**src/rtl/fetch_ctrl_if.sv**
```systemverilog
// Redirect/hold command bundle between the front-end sequencer and its neighbours.
// Latency: none; plain wires.
// Backpressure: bus_stall_i is the only stall input; the command outputs carry no handshake.
interface fetch_ctrl_if #(
  parameter int ADDR_W = 32
);
  logic              ex_jump_req_i;
  logic [ADDR_W-1:0] ex_jump_addr_i;
  logic              ex_hold_req_i;
  logic              int_req_i;
  logic [ADDR_W-1:0] int_addr_i;
  logic              bus_stall_i;
  logic              jtag_halt_req_i;
  logic              jtag_reset_req_i;
  logic              jump_flag_o;
  logic [ADDR_W-1:0] jump_addr_o;
  logic [2:0]        hold_flag_o;
  logic              jtag_reset_flag_o;
  logic              halted_o;

  // Sequencer side: consumes requests, drives PC-register commands.
  modport master (
    input  ex_jump_req_i, ex_jump_addr_i, ex_hold_req_i, int_req_i, int_addr_i,
           bus_stall_i, jtag_halt_req_i, jtag_reset_req_i,
    output jump_flag_o, jump_addr_o, hold_flag_o, jtag_reset_flag_o, halted_o
  );

  // Environment side: raises requests, observes commands.
  modport slave (
    output ex_jump_req_i, ex_jump_addr_i, ex_hold_req_i, int_req_i, int_addr_i,
           bus_stall_i, jtag_halt_req_i, jtag_reset_req_i,
    input  jump_flag_o, jump_addr_o, hold_flag_o, jtag_reset_flag_o, halted_o
  );
endinterface

```
**src/rtl/fetch_ctrl.sv**
```systemverilog
// Front-end sequencer: arbitrates redirects, buffers one redirect under bus stall, runs JTAG halt/reset.
// Latency: unstalled redirect issued combinationally in the request cycle; buffered one in the first unstalled cycle.
// Backpressure: bus_stall_i parks a redirect in PEND and holds the PC until the bus is granted.
module fetch_ctrl #(
  parameter int                 ADDR_W       = 32,
  parameter int                 RESET_CYCLES = 4,
  parameter logic [ADDR_W-1:0]  RESET_ADDR   = '0
) (
  input  logic          clk,
  input  logic          rst,
  fetch_ctrl_if.master  bus
);

  typedef enum logic [1:0] {RUN, PEND, HALT, RST} state_t;

  localparam logic [3:0] CNT_LOAD = 4'(RESET_CYCLES - 1);

  state_t            state, state_nxt;
  logic [ADDR_W-1:0] pend_addr, pend_nxt;
  logic [3:0]        cnt, cnt_nxt;

  logic              redir;
  logic [ADDR_W-1:0] redir_addr;
  logic              jump_flag;
  logic [ADDR_W-1:0] jump_tgt;
  logic [2:0]        hold_flag;
  logic              reset_flag;
  logic              halted;

  // Interrupt/trap beats an execute jump: the trap flushes that jump anyway.
  assign redir      = bus.int_req_i | bus.ex_jump_req_i;
  assign redir_addr = bus.int_req_i ? bus.int_addr_i : bus.ex_jump_addr_i;

  // State register plus the buffered redirect target and reset-sequence counter.
  always_ff @(posedge clk or negedge rst) begin
    if (!rst) begin
      state     <= RUN;
      pend_addr <= RESET_ADDR;
      cnt       <= 4'd0;
    end else begin
      state     <= state_nxt;
      pend_addr <= pend_nxt;
      cnt       <= cnt_nxt;
    end
  end

  // Next-state decode; a JTAG reset pulse preempts everything and drops any buffered redirect.
  always_comb begin
    state_nxt = state;
    pend_nxt  = pend_addr;
    cnt_nxt   = cnt;
    if (bus.jtag_reset_req_i) begin
      state_nxt = RST;
      cnt_nxt   = CNT_LOAD;
      pend_nxt  = RESET_ADDR;
    end else begin
      case (state)
        RUN: begin
          if (redir) begin
            if (bus.bus_stall_i) begin
              state_nxt = PEND;
              pend_nxt  = redir_addr;
            end
          end else if (bus.jtag_halt_req_i && !bus.ex_hold_req_i) begin
            state_nxt = HALT;
          end
        end
        PEND: begin
          if (!bus.bus_stall_i) begin
            state_nxt = RUN;
            pend_nxt  = RESET_ADDR;
          end else if (bus.int_req_i) begin
            // A later trap replaces the parked target; a later ex jump is already flushed.
            pend_nxt = bus.int_addr_i;
          end
        end
        HALT: begin
          if (!bus.jtag_halt_req_i) state_nxt = RUN;
        end
        RST: begin
          if (cnt == 4'd0) state_nxt = bus.jtag_halt_req_i ? HALT : RUN;
          else             cnt_nxt   = cnt - 4'd1;
        end
        default: state_nxt = RUN;
      endcase
    end
  end

  // Output decode from registered state and live inputs; forced quiet while reset is held.
  always_comb begin
    jump_flag  = 1'b0;
    jump_tgt   = pend_addr;
    hold_flag  = 3'd0;
    reset_flag = 1'b0;
    halted     = 1'b0;
    case (state)
      RUN: begin
        if (redir && !bus.jtag_reset_req_i) begin
          if (!bus.bus_stall_i) begin
            jump_flag = 1'b1;
            jump_tgt  = redir_addr;
            hold_flag = 3'd3;
          end else begin
            hold_flag = 3'd1;
          end
        end else if (bus.ex_hold_req_i) begin
          hold_flag = 3'd3;
        end else if (bus.bus_stall_i) begin
          hold_flag = 3'd1;
        end
      end
      PEND: begin
        if (bus.bus_stall_i) begin
          hold_flag = 3'd1;
        end else begin
          hold_flag = 3'd3;
          jump_flag = !bus.jtag_reset_req_i;
          jump_tgt  = bus.int_req_i ? bus.int_addr_i : pend_addr;
        end
      end
      HALT: begin
        hold_flag = 3'd3;
        halted    = 1'b1;
      end
      RST: begin
        hold_flag  = 3'd3;
        reset_flag = 1'b1;
      end
      default: hold_flag = 3'd0;
    endcase
    if (!rst) begin
      jump_flag  = 1'b0;
      hold_flag  = 3'd0;
      reset_flag = 1'b0;
      halted     = 1'b0;
    end
  end

  // Target only appears alongside jump_flag so the PC never sees a stale address.
  assign bus.jump_flag_o       = jump_flag;
  assign bus.jump_addr_o       = jump_flag ? jump_tgt : RESET_ADDR;
  assign bus.hold_flag_o       = hold_flag;
  assign bus.jtag_reset_flag_o = reset_flag;
  assign bus.halted_o          = halted;

endmodule

```
**src/flat_wrapper.sv**
```systemverilog
// flat-port wrapper written by rule: the top's interface ports become plain ports
module fetch_ctrl_flat 
#(
  parameter int                 ADDR_W       = 32,
  parameter int                 RESET_CYCLES = 4,
  parameter logic [ADDR_W-1:0]  RESET_ADDR   = '0
)
  (clk, rst, bus_ex_jump_req_i, bus_ex_jump_addr_i, bus_ex_hold_req_i, bus_int_req_i, bus_int_addr_i, bus_bus_stall_i, bus_jtag_halt_req_i, bus_jtag_reset_req_i, bus_jump_flag_o, bus_jump_addr_o, bus_hold_flag_o, bus_jtag_reset_flag_o, bus_halted_o);
  fetch_ctrl_if #(.ADDR_W(ADDR_W)) bus_i ();
  input  logic clk;
  input  logic rst;
  input wire logic [$bits(bus_i.ex_jump_req_i)-1:0] bus_ex_jump_req_i;
  input wire logic [$bits(bus_i.ex_jump_addr_i)-1:0] bus_ex_jump_addr_i;
  input wire logic [$bits(bus_i.ex_hold_req_i)-1:0] bus_ex_hold_req_i;
  input wire logic [$bits(bus_i.int_req_i)-1:0] bus_int_req_i;
  input wire logic [$bits(bus_i.int_addr_i)-1:0] bus_int_addr_i;
  input wire logic [$bits(bus_i.bus_stall_i)-1:0] bus_bus_stall_i;
  input wire logic [$bits(bus_i.jtag_halt_req_i)-1:0] bus_jtag_halt_req_i;
  input wire logic [$bits(bus_i.jtag_reset_req_i)-1:0] bus_jtag_reset_req_i;
  output wire logic [$bits(bus_i.jump_flag_o)-1:0] bus_jump_flag_o;
  output wire logic [$bits(bus_i.jump_addr_o)-1:0] bus_jump_addr_o;
  output wire logic [$bits(bus_i.hold_flag_o)-1:0] bus_hold_flag_o;
  output wire logic [$bits(bus_i.jtag_reset_flag_o)-1:0] bus_jtag_reset_flag_o;
  output wire logic [$bits(bus_i.halted_o)-1:0] bus_halted_o;
  assign bus_i.ex_jump_req_i = bus_ex_jump_req_i;
  assign bus_i.ex_jump_addr_i = bus_ex_jump_addr_i;
  assign bus_i.ex_hold_req_i = bus_ex_hold_req_i;
  assign bus_i.int_req_i = bus_int_req_i;
  assign bus_i.int_addr_i = bus_int_addr_i;
  assign bus_i.bus_stall_i = bus_bus_stall_i;
  assign bus_i.jtag_halt_req_i = bus_jtag_halt_req_i;
  assign bus_i.jtag_reset_req_i = bus_jtag_reset_req_i;
  assign bus_jump_flag_o = bus_i.jump_flag_o;
  assign bus_jump_addr_o = bus_i.jump_addr_o;
  assign bus_hold_flag_o = bus_i.hold_flag_o;
  assign bus_jtag_reset_flag_o = bus_i.jtag_reset_flag_o;
  assign bus_halted_o = bus_i.halted_o;
  fetch_ctrl #(.ADDR_W(ADDR_W), .RESET_CYCLES(RESET_CYCLES), .RESET_ADDR(RESET_ADDR)) u_core (.clk(clk), .rst(rst), .bus(bus_i));
endmodule
```
**config.mk**
```make
export PLATFORM = sky130hd
export DESIGN_NAME = fetch_ctrl_flat
export DESIGN_NICKNAME = d
export VERILOG_FILES = /design/src/rtl/fetch_ctrl_if.sv /design/src/rtl/fetch_ctrl.sv /design/src/flat_wrapper.sv
export SDC_FILE = /design/constraint.sdc
export NUM_CORES = 1
export LEC_CHECK = 0
export ABC_AREA = 0
export BUFFER_PORTS_ARGS = -buffer_cell sky130_fd_sc_hd__buf_2
export CAP_MARGIN = 20
export CORE_ASPECT_RATIO = 1.4
export CORE_MARGIN = 2
export CORE_UTILIZATION = 50
export DETAILED_ROUTE_END_ITERATION = 10
export PLACE_DENSITY = 0.79
export SYNTH_ARGS = -nofsm -noshare
export SYNTH_HDL_FRONTEND = slang
export SYNTH_SLANG_ARGS = --single-unit
```
**constraint.sdc**
```tcl
create_clock -name clk -period 2 [get_ports clk]
set_clock_uncertainty 0.1 [all_clocks]
set_input_delay 0.3 -clock clk [delete_from_list [all_inputs] [get_ports clk]]
set_output_delay 0.3 -clock clk [all_outputs]
set_load 0.02 [all_outputs]
```
==> out/metrics.cfg, run 1 <==
[outcome]
status=finished, violations left
violations=design-rule violations, negative setup slack

[worst_hold_path]
hp-class=input pin to flop
hold_start=bus_jtag_halt_req_i
min_path_cells=3
holdPathEnd=u_core.state[1]

[sta]
period_share=1.13
layout_setup_ws_ps=-263
clock.fmax_mhz=442
finalSetupViolations=33
finalMaxSlewViolations=0
worst_slew_pin_slew_ps=551
max_slew_margin=0.632
rsz0062_at_grt=yes
hold_viol=0
period_needed_ps=2260

[synthesis]
synth_compound_area_frac=0.311
synth_commonest_cells=39 x o21ai_0, 38 x dfrtp_1, 38 x nor2_1
synthArstFlopShare=1.00
synth_edf_count=0
synthAdderAreaFrac=0.00874
yosys.area_share.simple=0.142
synth_xor_area_frac=0.00612
muxShareOfSynthArea=0.112
synthDistinctLibCells=41
yosys.area.top_type=dfrtp_1
netlist_instances=323
mappedNetlistArea_um2=2860
synthTopCellsByArea=dfrtp_1 33%, mux2i_1 11%, a222oi_1 11%
synth_top_family_by_area=compound AO/OA/AOI/OAI gates
ys.flop_type=dfrtp_1
synth_nets=397
synth_most_common_cell=o21ai_0
synth_top_area_share=0.332
ys_ff_latch=38
synth.avg_cell_area_um2=8.87
synth_warnings=0
seq_area_frac_synth=0.332

[clocking]
clkSinkCount=38
htreeDepth=2
numCtsBuffers=5
cts_tree=built
clock-root-buffer=clkbuf_8
clk_latency_ps=290
cts.path.max_buffers=2
path_clk_slew_ps=70

[worst_setup_path]
timing.rr.start=u_core.cnt[0]
criticalPathCategory=flop to output pin
critPathMaxFanout=16
cp-end-kind=output pin
cp.arrival_ps=1860
start_kind=flop
rr_worst_depth=6
r2r-end=u_core.cnt[0]
r2r_setup_slack_ps=260
required_ps=1600

[cells_and_area]
multi_input_area_um2=1690
num-nets-final=512
final_layout_size_suffix_gt1_frac=0.374
nFillCells=444
regArea_um2=953
num_antenna_cells=0
area_growth_pct=30.4

[floorplan]
num_rows=32
ios=110
initial_core_util=0.518
die_w_um=68.0
die_h_um=93.6
die-area_um2=6360
core_um2=5530

[routing]
drc=2
drt_iter0_markers=341
postRouteAntennaNets=0
dr.pass1.iters=11
vias=3140
vias_per_cell=6.19
wl_per_cell_um=16.6
totalWireLength_mm=8.44

[grt]
overflow=0
grt_pass1_wl_mm=13.6
grt_pass1_vias=3014
antenna_found_initial=0
grt_start_max_net_pins=37
grt_use_total=0.276

[placement]
gp_congestion=0.816
dpl.hpwl_mm=5.92
port_buffers=108
detailedPlace.worstSlack_ps=-0.490

[flow_run]
cap_viol_max_count=0

[pwr]
vdd_ir_drop_max_mv=0.587
power_uw=2530
power.density_nw_per_um2=678
leakagePower_uw=0.00198

[sequential cells by signal, summed over array words and instances, names as in the netlist]
register,cells
u_core.pend_addr,32
u_core.cnt,4
u_core.state,2
[power breakdown]
group          switching [uW]  internal [uW]
clock network             271            277
logic                     558            497
registers                79.5            850
total                     909           1620
[cells by family after synthesis]
group           Yosys count
compound gates          116
xor+xnor                  2
fa+ha+maj                 2
buf+inv                  41
flops                    38
mux                      32
other cells               1
simple gates             91
[per-layer routing]
layer,track usage,up-vias,routed length (um)
li1,-,1464,-
met1,0.322,1522,3340
met2,0.474,145,4490
met3,0.0542,9,502
met4,0.122,0,105
met5,0,-,0
[metrics by stage]
step | std cells | utilization | instance area (um^2) | TNS [ps] | hold WS [ps]
after global placement | 493 | 0.635 | 3510 | 0 | 26.2
after detailed placement | 493 | 0.635 | 3510 | -0.490 | 22.9
after global routing | 507 | 0.676 | 3730 | -9980 | 169
final | 507 | 0.676 | 3730 | -6250 | 159
after floorplan | 323 | - | 2860 | 0 | -95.6
after CTS | 505 | 0.666 | 3680 | -6210 | 153
[cells in the final DEF (no fill, tap or decap), types with 2 or more instances in the layout]
cell type	Yosys	final
nor3b_1	2	2
buf_12	1	2
o21ai_0	39	38
nor3_2	1	2
a222oi_1	31	31
a21oi_1	5	4
mux2i_1	32	32
dfrtp_2	0	2
a22o_1	32	32
buf_2	15	101
inv_1	4	4
inv_2	2	2
nor2_1	38	37
ha_1	2	2
nand2_1	37	37
nand3b_1	2	2
clkbuf_8	0	6
buf_4	2	30
buf_6	7	8
dfrtp_1	38	36
xnor2_1	2	2
[worst max-delay path, stage by stage (launching register included)]
cell	delay, ps
dfrtp_2	450
nor2b_4	160
o221ai_4	150
buf_12	180
a222oi_1	380
nor2_1	80
buf_2	170
[layout make-up]
class / count / share of cell area
Multi-Input combinational cell: 244 / 0.454
Timing Repair Buffer: 143 / 0.237
Sequential cell: 38 / 0.255
Clock buffer: 6 / 0.0221
Clock inverter: 2 / 0.00335
Inverter: 6 / 0.00603
Tap cell: 68 / 0.0228
[repair_timing]
action | in CTS | in global routing
gates cloned | 1 | 1
resized for setup | 14 | 14
pin swaps | 13 | 15
buffers inserted | 2 | 0
hold buffers | 1 | 1
setup endpoints to repair | 32 | 37
hold endpoints to repair | 38 | 1
[how the worst max path moves through the flow]
stage	startpoint	end	slack, ps	cells after the start
4_1_cts	u_core.state[0]	bus_jump_addr_o[20]	-220	6
6_report	u_core.state[0]	bus_jump_addr_o[20]	-260	6
3_3_place_gp	u_core.state[0]	bus_jump_addr_o[19]	50	6
2_1_floorplan	bus_int_req_i	bus_jump_addr_o[30]	170	6
5_1_grt	u_core.state[0]	bus_jump_addr_o[8]	-360	6
3_5_place_dp	u_core.state[0]	bus_jump_addr_o[19]	-0.5	6
Note: power is estimated with default switching activity, not from simulation.
==> inputs of run 2 (changes only) <==
RECOVER_POWER = 100   (was unset)
clock period = 2.4 ns   (was 2 ns; I/O delays follow)
==> run 2 against run 1 <==
The run now ends clean. Count of clock-buffer cells in the layout up 1. Sequential cell count unchanged. Routed wire length down 4.3%. Register-to-register slack about the same. Combinational power down 23%. First-iteration DRC count up 31%. Sequential power down 16%. Via count down 2.6%.
==> out/metrics.cfg, run 2 (synthesis gave the netlist of run 1 again) <==
[floorplan]
ios=110  ; unchanged
num_rows=32  ; unchanged
core_um2=5530  ; unchanged
initial_core_util=0.518  ; unchanged
die-area_um2=6360  ; unchanged
die_h_um=93.6  ; unchanged
die_w_um=68.0  ; unchanged

[cells_and_area]
nFillCells=473  ; +6.5%
layout_commonest_cell=buf_2
largest_register_ffs=32  ; unchanged
largestRegisters=u_core.pend_addr x32, u_core.cnt x4, u_core.state x2
stdcell_count=491  ; -3.2%
final_cell_mix=107 x buf_2, 39 x o21ai_0, 37 x nand2_1, 37 x nor2_1, 36 x dfrtp_1
area_growth_pct=23.6
num-nets-final=496  ; -3.1%
multi_input_area_um2=1680  ; -1.1%
regArea_um2=953  ; unchanged
largest_register=u_core.pend_addr
final_layout_size_suffix_gt1_frac=0.345  ; -0.0284
num_antenna_cells=0  ; unchanged

[pwr]
power.density_nw_per_um2=579  ; -15%
power_uw=2050  ; -19%
leakagePower_uw=0.00189  ; -4.6%
vdd_ir_drop_max_mv=0.463  ; -21%

[clocking]
clock-root-buffer=clkbuf_8
clk_latency_ps=280  ; about the same
htreeDepth=2  ; unchanged
cts.path.max_buffers=2  ; unchanged
path_clk_slew_ps=70  ; about the same
numCtsBuffers=5  ; unchanged
cts_tree=built
clkSinkCount=38  ; unchanged

[routing]
drt_iter0_markers=447  ; +31%
totalWireLength_mm=8.07  ; -4.3%
drc=0  ; -2
dr.pass1.iters=6  ; -5
postRouteAntennaNets=0  ; unchanged
wl_per_cell_um=16.4  ; -1.2%
vias_per_cell=6.23  ; +0.59%
vias=3059  ; -2.6%

[worst_setup_path]
cp-end-kind=output pin
rr_worst_depth=6  ; unchanged
start_kind=flop
r2r-end=u_core.pend_addr[25]
cp.arrival_ps=1920  ; +60 ps
required_ps=1940  ; +340 ps
timing.rr.start=u_core.state[1]
critPathMaxFanout=31  ; +15
criticalPathCategory=flop to output pin
r2r_setup_slack_ps=260  ; about the same

[worst_hold_path]
hp-class=input pin to flop
holdPathEnd=u_core.state[1]
hold_start=bus_jtag_halt_req_i
min_path_cells=3  ; unchanged

[outcome]
status=completed

[flow_run]
cap_viol_max_count=0  ; unchanged

[sta]
finalSetupViolations=0  ; -100%
period_share=0.993
setup_tns_ps=0  ; +6250 ps
layout_setup_ws_ps=15.8  ; +279 ps
worst_slew_pin_slew_ps=811  ; +259 ps
rsz0062_at_grt=yes
clock.fmax_mhz=419
whs_ps=230  ; +71.2 ps
finalMaxSlewViolations=0  ; unchanged
period_needed_ps=2380
hold_viol=0  ; unchanged
max_slew_margin=0.460  ; -0.172

[grt]
grt_start_max_net_pins=48  ; +30%
grt_pass1_wl_mm=12.6  ; -7.2%
overflow=0  ; unchanged
antenna_found_initial=0  ; unchanged
grt_pass1_vias=2776  ; -7.9%
grt_use_total=0.253  ; -0.0223

[placement]
detailedPlace.worstSlack_ps=162  ; +162 ps
gp_congestion=0.792  ; -2.9%
dp.cells=477  ; -3.2%
dpl.hpwl_mm=5.48  ; -7.5%
port_buffers=108  ; unchanged

==> run 2: cell count changes in the layout (fill, tap and decap cells not counted), moves of 2 or more <==
cell	change
clkbuf_2	+2
buf_6	-8
buf_4	-16
buf_2	+6
==> run 2: layout make-up <==
type / instances / area share
tap: 68 / 0.0240
inverter: 6 / 0.00636
sequential: 38 / 0.269
timing repair buffer: 127 / 0.201
clock buffer: 7 / 0.0244
multi-input combinational: 244 / 0.473
clock inverter: 1 / 0.00141
==> run 2: metrics by stage <==
stage	utilization	area [um^2]
final	0.641	3540
after global routing	0.641	3540
after CTS	0.629	3470
after detailed placement	0.609	3360
after global placement	0.609	3360
after floorplan	-	2860
==> run 2: what timing repair did <==
item                                   4_1_cts  5_1_grt
endpoints found under the hold margin        5        0
buffers inserted                             0        4
pin swaps                                    1        2
gates resized for setup                      5        4
setup endpoints to repair                   30       28
hold buffers                                 1        0
==> run 2: worst max-delay path by stage <==
stage                           start                   to  slack [ps]  depth (start not counted)
floorplan               bus_int_req_i  bus_jump_addr_o[30]         450                          6
CTS                   u_core.state[1]   bus_jump_addr_o[3]           9                          6
global placement    bus_ex_jump_req_i   bus_jump_addr_o[0]         160                          7
finish                u_core.state[0]   bus_jump_addr_o[3]          20                          6
global route          u_core.state[0]   bus_jump_addr_o[4]         -50                          6
detailed placement  bus_ex_jump_req_i   bus_jump_addr_o[0]         160                          7
==> run 2: report_power, final <==
group / internal (uW) / switching [uW] / total, uW
Sequential: 708 / 72.2 / 780
Combinational: 364 / 449 / 813
Clock: 232 / 225 / 457
==> run 2: critical path, stage by stage, from the launching register on <==
cell and delay, ps:
dfrtp_2 470, nor2b_4 150, o221ai_2 130, buf_12 180, a222oi_1 450, nor2_1 70, buf_2 170
==> run 2: routing by layer <==
metal,GRT usage,part of all wire,vias up
met5,0,0,-
met4,0.115,0.026,0
met3,0.0469,0.065,20
met2,0.416,0.51,135
met1,0.315,0.40,1473
li1,-,-,1431
==> inputs of run 3 (changes only) <==
CORE_MARGIN = unset   (was 2)
==> run 3 against run 2 <==
The flow now finishes with violations (max-capacitance violations, max-slew violations). Cell count grew 0.61%. Maximum frequency up 1.9%. Global-route usage increased by 2.4 points. Largest power group unchanged.
==> out/metrics.cfg, run 3 (synthesis gave the netlist of run 1 again) <==
[grt]
overflow=0  ; unchanged
grt_pass1_vias=2785  ; +0.32%
grt_use_total=0.277  ; +0.0235
antenna_found_initial=0  ; unchanged
grt_pass1_wl_mm=13.0  ; +2.9%
grt_start_max_net_pins=47  ; -2.1%

[pwr]
vdd_ir_drop_max_mv=0.362  ; -22%
sequentialPowerShare=0.343  ; -0.037
comb_power_share=0.368  ; -0.029
p_clk_frac=0.289  ; +0.066
switching_power_uw=766  ; +2.6%
power.density_nw_per_um2=627  ; +8.3%
p_sw_frac=0.338  ; -0.0263
p_int_uw=1500  ; +15%
leakagePower_uw=0.00192  ; +1.5%

[routing]
met2_length_mm=4.24  ; +2.6%
dr.max_layer_used=met4
drc=0  ; unchanged
totalWireLength_mm=8.29  ; +2.8%
vias=3066  ; +0.23%
wl_per_cell_um=16.8  ; +2.1%
postRouteAntennaNets=0  ; unchanged
dr_wl_met3_um=584  ; +12%
drt_iter0_markers=321  ; -28%
met1_length_mm=3.34  ; +4.4%
vias_per_cell=6.21  ; -0.38%
dr.pass1.iters=6  ; unchanged

[worst_setup_path]
crit_chain=nor2b_4 -> o221ai_2 -> buf_6 -> a222oi_1 -> nor2_1 -> buf_4
cp-end-kind=output pin
critPathMaxFanout=13  ; -58%
cp_slowest_cell=dfrtp_2
cp.arrival_ps=1880  ; -40 ps
start_kind=flop
crit_path_max_incr_delay_ps=470  ; about the same
criticalPathCategory=flop to output pin
required_ps=1940  ; about the same
startpoint=u_core.state[0]
timing.rr.start=u_core.state[0]

[sta]
rsz0062_at_grt=yes
period_needed_ps=2340  ; -44.0 ps
setup_tns_ps=0  ; unchanged
period_share=0.975  ; -0.0184
finalMaxSlewViolations=31  ; +31
hold_viol=0  ; unchanged
finalSetupViolations=0  ; unchanged
clock.fmax_mhz=427  ; +1.9%
max_slew_margin=-0.0761  ; -0.536
worst_slew_pin_slew_ps=1610  ; +804 ps

[outcome]
violations=max-capacitance violations, max-slew violations
status=finished, violations left

[cells_and_area]
largestRegisters=u_core.pend_addr x32, u_core.cnt x4, u_core.state x2
layout_commonest_cell=buf_2
area_growth_pct=26.2
final_area_um2=3610  ; +2.1%
fin_util=0.654  ; +0.0134
final_layout_size_suffix_gt1_frac=0.347  ; +0.00226
multi_input_area_um2=1680  ; +0.15%
largest_register_ffs=32  ; unchanged
nFillCells=490  ; +3.6%
largest_register=u_core.pend_addr
num_antenna_cells=0  ; unchanged
regArea_um2=953  ; unchanged
final_cell_mix=106 x buf_2, 39 x o21ai_0, 37 x nand2_1, 37 x nor2_1, 36 x dfrtp_1
num-nets-final=499  ; +0.60%

[worst_hold_path]
hp-class=input pin to flop
hold_start=bus_jtag_halt_req_i

[floorplan]
core_um2=5530  ; unchanged
die-area_um2=6040  ; -5.0%
die_w_um=66.0  ; -2.9%
initial_core_util=0.518  ; unchanged
num_rows=32  ; unchanged
ios=110  ; unchanged
die_h_um=91.6  ; -2.1%

[placement]
dpl_cell_area_um2=3380  ; +0.45%
gp_congestion=0.836  ; +5.4%
port_buffers=108  ; unchanged
dpl.hpwl_mm=5.48  ; about the same

[clocking]
path_clk_slew_ps=80  ; about the same
cts_tree=built
clkSinkCount=38  ; unchanged
numCtsBuffers=5  ; unchanged
cts.path.max_buffers=2  ; unchanged
clock-root-buffer=clkbuf_8
htreeDepth=2  ; unchanged
clk_latency_ps=300  ; +20 ps

[flow_run]
cap_viol_max_count=1  ; +1

## run 3: timing repair
item / CTS / global route
endpoints found under the hold margin: 8 / 0
buffers inserted: 1 / 4
pin swaps: 1 / 4
endpoints found under the setup margin: 8 / 26
cloned: 0 / 0
resized for setup: 2 / 7
hold buffers: 1 / 0
## run 3: layout make-up
cell class,count,area share
multi-input combinational,244,0.464
sequential,38,0.264
timing repair buffer,130,0.204
tap,68,0.0235
clock buffer,5,0.0190
clock inverter,3,0.0190
inverter,6,0.00623
## run 3: metrics by stage
stage | setup WS, ps | total power, uW | hold WS [ps] | std cells
floorplan | 451 | 1370 | -35.6 | 323
global placement | 280 | 1520 | 149 | 479
detailed placement | 184 | 1550 | 156 | 479
CTS | 3.41 | 2220 | 76.1 | 489
global route | -52.2 | 2390 | 234 | 494
finish | 59.8 | 2270 | 221 | 494
## run 3: power groups by stage
stage | clock network (uW) | logic (uW) | registers, uW
2_1_floorplan | 0 | 608 | 763
3_3_place_gp | 0 | 736 | 786
3_5_place_dp | 0 | 760 | 788
4_1_cts | 668 | 779 | 775
5_1_grt | 694 | 911 | 786
6_report | 656 | 834 | 778
## run 3: worst max-delay path, delay by kind of cell, from the launching register on
family | cells | cell delay, ps
AOI/OAI and AO/OA | 2 | 540
DFF | 1 | 470
buffers and inverters | 2 | 350
and+or+nand+nor | 2 | 220
## run 3: worst paths after layout
kind / end / slack (ps) / cells after the start
worst min register to register: u_core.pend_addr[12] / 440 / 1
worst max register to register: u_core.pend_addr[18] / 310 / 6
worst max-delay path: bus_jump_addr_o[0] / 60 / 6
max in group asynchronous: u_core.pend_addr[11] / 610 / 2
min in group asynchronous: u_core.state[1] / 630 / 2
worst min-delay path: u_core.state[1] / 220 / 3
## run 3: metal layers
| metal | vias up | global-route usage |
|---|---|---|
| li1 | 1431 | - |
| met1 | 1475 | 0.343 |
| met2 | 150 | 0.470 |
| met3 | 10 | 0.0415 |
| met4 | 0 | 0.112 |
| met5 | - | 0 |
